==> src/rtl/ifetch_pkg.sv <==
// Shared constants and types for the instruction fetch stage.
package ifetch_pkg;

  localparam int unsigned INS_W     = 32;
  localparam int unsigned OPCODE_HI = 31;
  localparam int unsigned OPCODE_LO = 26;
  localparam int unsigned OPCODE_W  = OPCODE_HI - OPCODE_LO + 1;

  localparam logic [OPCODE_W-1:0] OP_BR   = 6'b100000;
  localparam logic [OPCODE_W-1:0] OP_CALL = 6'b100001;
  localparam logic [OPCODE_W-1:0] OP_RET  = 6'b100010;
  localparam logic [OPCODE_W-1:0] OP_HALT = 6'b100100;
  localparam logic [OPCODE_W-1:0] OP_NOP  = 6'b100101;

  localparam logic [INS_W-1:0] NOP_WORD = 32'h94000000;

  typedef enum logic {
    ST_RUN    = 1'b0,
    ST_HALTED = 1'b1
  } fetch_state_e;

  // True when the word carries the HALT opcode.
  function automatic logic is_halt(input logic [INS_W-1:0] word);
    return word[OPCODE_HI:OPCODE_LO] == OP_HALT;
  endfunction

endpackage

==> src/rtl/ifetch_skid_buf.sv <==
// One-entry skid buffer holding a fetched {word, pc} pair while the decoder stalls.
module ifetch_skid_buf
  import ifetch_pkg::*;
#(
  parameter int unsigned PC_W = 32
) (
  input  logic             clk_i,
  input  logic             rst_i,
  input  logic             flush_i,
  input  logic             push_i,
  input  logic             pop_i,
  input  logic [INS_W-1:0] word_i,
  input  logic [PC_W-1:0]  pc_i,
  output logic             valid_o,
  output logic [INS_W-1:0] word_o,
  output logic [PC_W-1:0]  pc_o
);

  logic             valid_q, valid_d;
  logic [INS_W-1:0] word_q, word_d;
  logic [PC_W-1:0]  pc_q, pc_d;

  // Flush beats push beats pop; push and pop never coincide in the fetch stage.
  always_comb begin
    valid_d = valid_q;
    word_d  = word_q;
    pc_d    = pc_q;
    if (flush_i) begin
      valid_d = 1'b0;
    end else if (push_i) begin
      valid_d = 1'b1;
      word_d  = word_i;
      pc_d    = pc_i;
    end else if (pop_i) begin
      valid_d = 1'b0;
    end
  end

  // Buffer registers.
  always_ff @(posedge clk_i) begin
    if (rst_i) begin
      valid_q <= 1'b0;
      word_q  <= '0;
      pc_q    <= '0;
    end else begin
      valid_q <= valid_d;
      word_q  <= word_d;
      pc_q    <= pc_d;
    end
  end

  assign valid_o = valid_q;
  assign word_o  = word_q;
  assign pc_o    = pc_q;

endmodule

==> src/rtl/ifetch_stage.sv <==
// Instruction fetch stage: PC, 1-cycle-latency imem issue, registered output
// with stall handshake, redirect and HALT stop.
// Optional performance counters are built when IFETCH_PERF_EN is defined.
module ifetch_stage
  import ifetch_pkg::*;
#(
  parameter int unsigned     PC_W     = 32,
  parameter logic [PC_W-1:0] RESET_PC = '0,
  parameter int unsigned     PC_STEP  = 1
) (
  input  logic             clk_i,
  input  logic             rst_i,
  input  logic             stall_i,
  input  logic             redirect_valid_i,
  input  logic [PC_W-1:0]  redirect_pc_i,
  output logic             imem_en_o,
  output logic [PC_W-1:0]  imem_addr_o,
  input  logic [INS_W-1:0] imem_rdata_i,
  output logic [INS_W-1:0] ins_o,
  output logic             ins_valid_o,
  output logic [PC_W-1:0]  pc_out_o,
  output logic             halted_o
`ifdef IFETCH_PERF_EN
  ,
  output logic [31:0]      fetch_cnt_o,
  output logic [31:0]      stall_cnt_o
`endif
);

  localparam logic [PC_W-1:0] PC_INC = PC_W'(PC_STEP);

  fetch_state_e     state_q, state_d;
  logic [PC_W-1:0]  pc_q, pc_d;
  logic             infl_q, infl_d;
  logic [PC_W-1:0]  infl_pc_q, infl_pc_d;
  logic [INS_W-1:0] ins_q, ins_d;
  logic [PC_W-1:0]  pc_out_q, pc_out_d;
  logic             ins_valid_q, ins_valid_d;
  logic             issue_c;

  logic             skid_push, skid_pop, skid_flush;
  logic             skid_valid;
  logic [INS_W-1:0] skid_word;
  logic [PC_W-1:0]  skid_pc;

  ifetch_skid_buf #(
    .PC_W (PC_W)
  ) u_skid (
    .clk_i   (clk_i),
    .rst_i   (rst_i),
    .flush_i (skid_flush),
    .push_i  (skid_push),
    .pop_i   (skid_pop),
    .word_i  (imem_rdata_i),
    .pc_i    (infl_pc_q),
    .valid_o (skid_valid),
    .word_o  (skid_word),
    .pc_o    (skid_pc)
  );

  // Next-state: redirect overrides everything, then issue and capture/skid steering.
  always_comb begin
    state_d     = state_q;
    pc_d        = pc_q;
    infl_d      = 1'b0;
    infl_pc_d   = infl_pc_q;
    ins_d       = ins_q;
    pc_out_d    = pc_out_q;
    ins_valid_d = ins_valid_q;
    skid_push   = 1'b0;
    skid_pop    = 1'b0;
    skid_flush  = 1'b0;
    issue_c     = 1'b0;

    if (redirect_valid_i) begin
      pc_d        = redirect_pc_i;
      ins_valid_d = 1'b0;
      skid_flush  = 1'b1;
      state_d     = ST_RUN;
    end else begin
      issue_c = (state_q == ST_RUN) && !stall_i && !skid_valid;
      if (issue_c) begin
        pc_d      = pc_q + PC_INC;
        infl_d    = 1'b1;
        infl_pc_d = pc_q;
      end

      if (!stall_i) begin
        // Output is free or being consumed: skid entry first, then the returning word.
        if (skid_valid) begin
          ins_d       = skid_word;
          pc_out_d    = skid_pc;
          ins_valid_d = 1'b1;
          skid_pop    = 1'b1;
          if (is_halt(skid_word)) state_d = ST_HALTED;
        end else if (infl_q && (state_q == ST_RUN)) begin
          ins_d       = imem_rdata_i;
          pc_out_d    = infl_pc_q;
          ins_valid_d = 1'b1;
          if (is_halt(imem_rdata_i)) state_d = ST_HALTED;
        end else begin
          ins_valid_d = 1'b0;
        end
      end else if (infl_q && (state_q == ST_RUN)) begin
        // Output held: park the single word still returning from memory.
        skid_push = 1'b1;
      end
      // Words returning after HALT are dropped by the RUN qualifier above.
    end
  end

  // Pipeline and FSM state registers.
  always_ff @(posedge clk_i) begin
    if (rst_i) begin
      state_q     <= ST_RUN;
      pc_q        <= RESET_PC;
      infl_q      <= 1'b0;
      infl_pc_q   <= '0;
      ins_q       <= NOP_WORD;
      pc_out_q    <= '0;
      ins_valid_q <= 1'b0;
    end else begin
      state_q     <= state_d;
      pc_q        <= pc_d;
      infl_q      <= infl_d;
      infl_pc_q   <= infl_pc_d;
      ins_q       <= ins_d;
      pc_out_q    <= pc_out_d;
      ins_valid_q <= ins_valid_d;
    end
  end

  // Memory request is combinational so the read lands in the following cycle.
  assign imem_en_o   = issue_c && !rst_i;
  assign imem_addr_o = pc_q;
  assign ins_o       = ins_q;
  assign ins_valid_o = ins_valid_q;
  assign pc_out_o    = pc_out_q;
  assign halted_o    = (state_q == ST_HALTED);

`ifdef IFETCH_PERF_EN
  logic [31:0] fetch_cnt_q, fetch_cnt_d;
  logic [31:0] stall_cnt_q, stall_cnt_d;

  // Saturating delivery and stalled-output counters; redirect does not touch them.
  always_comb begin
    fetch_cnt_d = fetch_cnt_q;
    stall_cnt_d = stall_cnt_q;
    if (ins_valid_q && !stall_i && (fetch_cnt_q != 32'hFFFF_FFFF)) fetch_cnt_d = fetch_cnt_q + 32'd1;
    if (ins_valid_q && stall_i && (stall_cnt_q != 32'hFFFF_FFFF)) stall_cnt_d = stall_cnt_q + 32'd1;
  end

  // Counter registers.
  always_ff @(posedge clk_i) begin
    if (rst_i) begin
      fetch_cnt_q <= '0;
      stall_cnt_q <= '0;
    end else begin
      fetch_cnt_q <= fetch_cnt_d;
      stall_cnt_q <= stall_cnt_d;
    end
  end

  assign fetch_cnt_o = fetch_cnt_q;
  assign stall_cnt_o = stall_cnt_q;
`endif

endmodule

==> config.mk <==
export PLATFORM = sky130hd
export DESIGN_NAME = ifetch_stage
export DESIGN_NICKNAME = d
export VERILOG_FILES = /design/src/rtl/ifetch_pkg.sv /design/src/rtl/ifetch_skid_buf.sv /design/src/rtl/ifetch_stage.sv
export SDC_FILE = /design/constraint.sdc
export NUM_CORES = 1
export LEC_CHECK = 0
export BUFFER_PORTS_ARGS = -buffer_cell sky130_fd_sc_hd__buf_2
export CAP_MARGIN = 20
export CORE_AREA = 2 2 137 139
export CTS_CLUSTER_DIAMETER = 80
export DETAILED_ROUTE_END_ITERATION = 8
export DIE_AREA = 0 0 139 141
export PLACE_DENSITY = 0.73
export SLEW_MARGIN = 10
export SYNTH_ARGS = -nofsm -noshare
export SYNTH_HDL_FRONTEND = slang
export SYNTH_HIERARCHICAL = 1
export SYNTH_SLANG_ARGS = --single-unit
==> constraint.sdc <==
create_clock -name clk_i -period 4.9 [get_ports clk_i]
set_clock_uncertainty 0.05 [all_clocks]
set_input_delay 1.225 -clock clk_i [delete_from_list [all_inputs] [get_ports clk_i]]
set_output_delay 1.225 -clock clk_i [all_outputs]
set_load 0.01 [all_outputs]
### Word level (Yosys, flattened, before mapping)

Cells that the tools add are included.
Widths: inputs -> output; s select.

| storage, ports and cells | value |
|---|---|
| register bits after elaboration | 196 |
| input bits | 68 |
| output and inout bits | 99 |
| word-level logic and storage cells | 57 |

| operators by class | value |
|---|---|
| add/sub/neg operators | 1 |
| eq/ne operators | 3 |
| mux-type cells | 22 |
| bitwise gates (word level) | 4 |
| reductions and logical operators | 17 |

Operator list:

| cell | number |
|---|---|
| $mux 32 | 6 |
| $add 32x1->32 const B | 1 |
| $mux 1 | 16 |
| $eq 6x6->1 const B | 2 |
| $reduce_bool 2->1 | 4 |
| $logic_and 1x1->1 | 4 |
| $not 1->1 | 4 |
| $reduce_and 2->1 | 2 |
| $reduce_and 4->1 | 1 |
| $reduce_or 2->1 | 2 |
| $logic_not 1->1 | 3 |
| $reduce_and 3->1 | 1 |
| $ne 2x2->1 const B | 1 |

### Logic depth before layout (Yosys ltp)

| logic depth | value |
|---|---|
| depth after elaboration | 6 |
| gate-level depth with buffers | 7 |
| mapped depth without buffers | 6 |

### Cells and area by module

Netlist, hierarchy kept.

By module, submodules not included:

| module | times used | cells each | area each (um^2) | seq. area each (um^2) |
|---|---|---|---|---|
| ifetch_stage | 1 | 673 | 5859.4 | 2622.5 |
| ifetch_skid_buf | 1 | 296 | 3268.1 | 1301.2 |

### Least setup slack after synthesis

OpenSTA, ideal clock, no wires.

| timing | value |
|---|---|
| path type | input-to-output |
| from | input port stall_i |
| to | output port imem_en_o |
| arrival time | 2.305 ns |
| required time | 3.625 ns |
| setup slack | 1.320 ns |
| cell stages on the path | 5 |
| path buffers | 2 |
| path through | buf_6 nor3_2 nand2_1 clkbuf_1 nor2_1 |

| between the ends | value |
|---|---|
| cells in the longest elaborated chain, start to end | 5 |

Ends and longest elaborated chain:

| what | line | RTL |
|---|---|---|
| from (decl) | ifetch_stage.sv:13 | `input logic stall_i,` |
| $logic_not 1->1 | - |  |
| $logic_and 1x1->1 (2 in series) | ifetch_stage.sv:81 | `issue_c = (state_q == ST_RUN) && !stall_i && !skid_valid;` |
| $mux 1 | ifetch_stage.sv:75 | `if (redirect_valid_i) begin` |
| $logic_and 1x1->1 | ifetch_stage.sv:134 | `assign imem_en_o = issue_c && !rst_i;` |
| to (decl) | ifetch_stage.sv:16 | `output logic imem_en_o,` |

Every way passes these cells.

### Worst setup path after layout

Ends and elaborated chain as after synthesis.

==> impl_metrics.yaml <==
timing:
  period_share_pct: 75.59
  final_max_slew_viol_count: 0
  setup_violations: 0
  finalSetupTns_ns: 0
  worst_pin_slew_ns: 1.009
  slew_headroom_pct: 32.34
  rsz0062_at_grt: "false"
  finalHoldViolCount: 0
  max_freq_mhz: 270.0
  min_period_ns: 3.704
final_layout:
  multi_input_area_sq_mm: 0.004708
  drive_above_1_share_pct: 25.98
  ff_latch_area_sq_mm: 0.003928
  n_fill_cell: 1664
  area_growth_pct: 15.09
  n_antenna_cell: 0
  fin_cells: 1327
  nNetsFinal: 1149
run_status:
  status: "finished, final reports clean"
worst_setup_path:
  arrival_ns: 2.43
  critPathSlowestCell: "nor3_2"
  startpoint: "stall_i"
  cpMostUsedCell: "buf_2"
  worst-path-buf-inv: 2
  crit_family: "simple AND/OR/NAND/NOR gates"
  crit_end: "imem_en_o"
  critPathMaxStageDelay_ns: 0.57
  crit_type: "in2out"
  rr_startpoint: "u_skid/valid_o"
  worst_setup_path_end_kind: "primary output"
  cp_num_cells: 5
  start_kind: "input pin"
  cp.required_ns: 3.62
  crit_chain: "buf_2, nor3_2, nand2_1, nor2_1, buf_2"
  crit_fanout: 9
  ff2ff_setup_slack_ns: 2.41
  r2r_end: "ins_o[5]"
  reg2reg_depth: 5
clocking:
  clk_pin_slew_worst_paths_ns: 0.07
  cts_buffers: 17
  clockRootBuffer: "clkbuf_16"
  cts_sinks: 196
  cts_tree: "yes"
  cts.hold.buffers_added: 0
  clock_path_buffers: 2
  cts-htree-levels: 4
  post-cts-setup-buffers: 0
  cts_resized: 0
  clock_latency_ns: 0.43
detailed_routing:
  drt-initial-drc-count: 522
  drc: 0
  vias_per_cell: 5.457
  vias: 7242
  final_antenna_net_count: 0
  wire_per_inst_um: 15.89
  drtPass1Iterations: 4
  drt_wl_total_um: 21090
synthesis:
  synth-edff-count: 0
  async_flop_share_pct: 0
  yosysTopAreaCellShare_pct: 42.99
  synthCells: 969
  synth_common_cells: "196 x dfxtp_1, 108 x nor2_1, 83 x nand2_1"
  yosysTopAreaCell: "dfxtp_1"
  postSynthNetCount: 1038
  avgSynthCellArea_sq_um: 9.420
  yosysSeqAreaShare_pct: 42.99
  ys.flop_type: "dfxtp_1"
  synth_warnings: 6
  synth.distinct_cells: 50
  synth-seq-cells: 196
  syn_area_sq_mm: 0.009128
  yosysMostFrequentCell: "dfxtp_1"
  synthTopCellsByArea: "dfxtp_1 43%, nand4bb_1 7.9%, mux2i_1 7.3%"
placement:
  place_inst: 1294
  hpwlAfterDp_um: 13450
  gp_congestion: 0.8845
  portBuffers: 166
floorplanning:
  initial_core_util_pct: 49.97
  std_cell_rows: 50
  die_h_um: 141
  dieArea_sq_mm: 0.01960
  core_area_sq_mm: 0.01827
  die_width_um: 139
  num_io_pins: 167
global_route:
  grt_overflow_total: 0
  grt_antenna_before_repair: 0
  grt_pass1_vias: 6498
  grt_pass1_wl_um: 34070
  grt_start_max_net_pins: 97
  grt_usage_pct: 21.07
hold_path:
  hp-class: "reg2reg"
power:
  power.leakage_nw: 3.752
  ir_drop_mv: 0.2494
  powerDensity_mw_per_mm2: 314.7
run:
  max_cap_viol_count: 0
-- sequential cells by signal, indices dropped and copies added, names as in the netlist --
register,cells
u_skid/word_o,32
ins_o,32
ins_valid_o,1
u_skid/valid_o,1
pc_out_o,32
u_skid/pc_o,32
infl_q,1
imem_addr_o,32
infl_pc_q,32
halted_o,1
-- power breakdown --
group | internal (mW) | switching (mW)
registers | 1.63 | 0.0492
logic | 0.119 | 0.149
clock network | 0.742 | 0.612
-- how the worst min path moves through the flow --
stage | startpoint | endpoint | slack, ns | depth (start not counted)
floorplan | infl_pc_q[0] | infl_pc_q[0] | 0.40 | 2
global placement | ins_o[28] | ins_o[28] | 0.39 | 1
detailed placement | ins_o[31] | ins_o[31] | 0.40 | 1
CTS | infl_pc_q[5] | infl_pc_q[5] | 0.42 | 2
global route | u_skid/word_o[14] | u_skid/word_o[14] | 0.44 | 2
finish | ins_o[31] | ins_o[31] | 0.42 | 1
-- final cells by class --
type	instances	area share [%]
Clock buffer	21	4.478
Clock inverter	11	0.9886
Inverter	6	0.2144
Multi-Input combinational cell	680	44.82
Sequential cell	196	37.39
Tap cell	234	2.787
Timing Repair Buffer	179	9.326
-- cells in the final DEF, fill, tap and decap left out, types with 19 or more instances in the layout --
cell,count
dfxtp_1,195
buf_2,165
nor2_1,107
nand2_1,83
a211oi_1,80
mux2i_1,67
nand2b_1,64
nand4bb_1,64
o21ai_2,60
a21oi_1,42
nand4_1,19
-- logic make-up (layout without fill, tap and decap cells) --
family	after synthesis	after routing	share of synthesized area (%)
multiplexers	67	67	7.347
XOR/XNOR	28	28	2.687
adder cells (fa/ha/maj)	1	1	0.1371
buffers and inverters	93	217	5.579
AO/OA/AOI/OAI	200	200	16.07
AND/OR/NAND/NOR	384	384	25.20
flip-flops	196	196	42.99
-- metrics by stage --
step	area (sq um)	total power, mW	util, %	hold slack (ns)	worst slack (ns)
final	10510	3.306	57.51	0.4245	1.196
after floorplan	9128	1.883	-	0.3986	1.320
after global placement	9916	1.982	54.28	0.3895	1.262
after detailed placement	9916	1.985	54.28	0.4038	1.232
after global routing	10510	3.429	57.51	0.4402	1.118
after CTS	10490	3.332	57.42	0.4242	1.228
-- worst register-to-register path, cell delays in order (launching register included) --
cell and delay [ns]:
dfxtp_4 0.74, a21oi_1 0.17, nor3_2 0.80, buf_12 0.32, nor2_1 0.10, a211oi_1 0.22
-- per-layer routing --
layer	global-route usage [%]	vias up	share of wire (%)
li1	-	3691	-
met1	31.55	3362	51
met2	31.50	176	44
met3	3.363	13	4.5
met4	5.742	0	0.74
met5	0	-	0
Note: power is estimated with default switching activity, not from simulation.
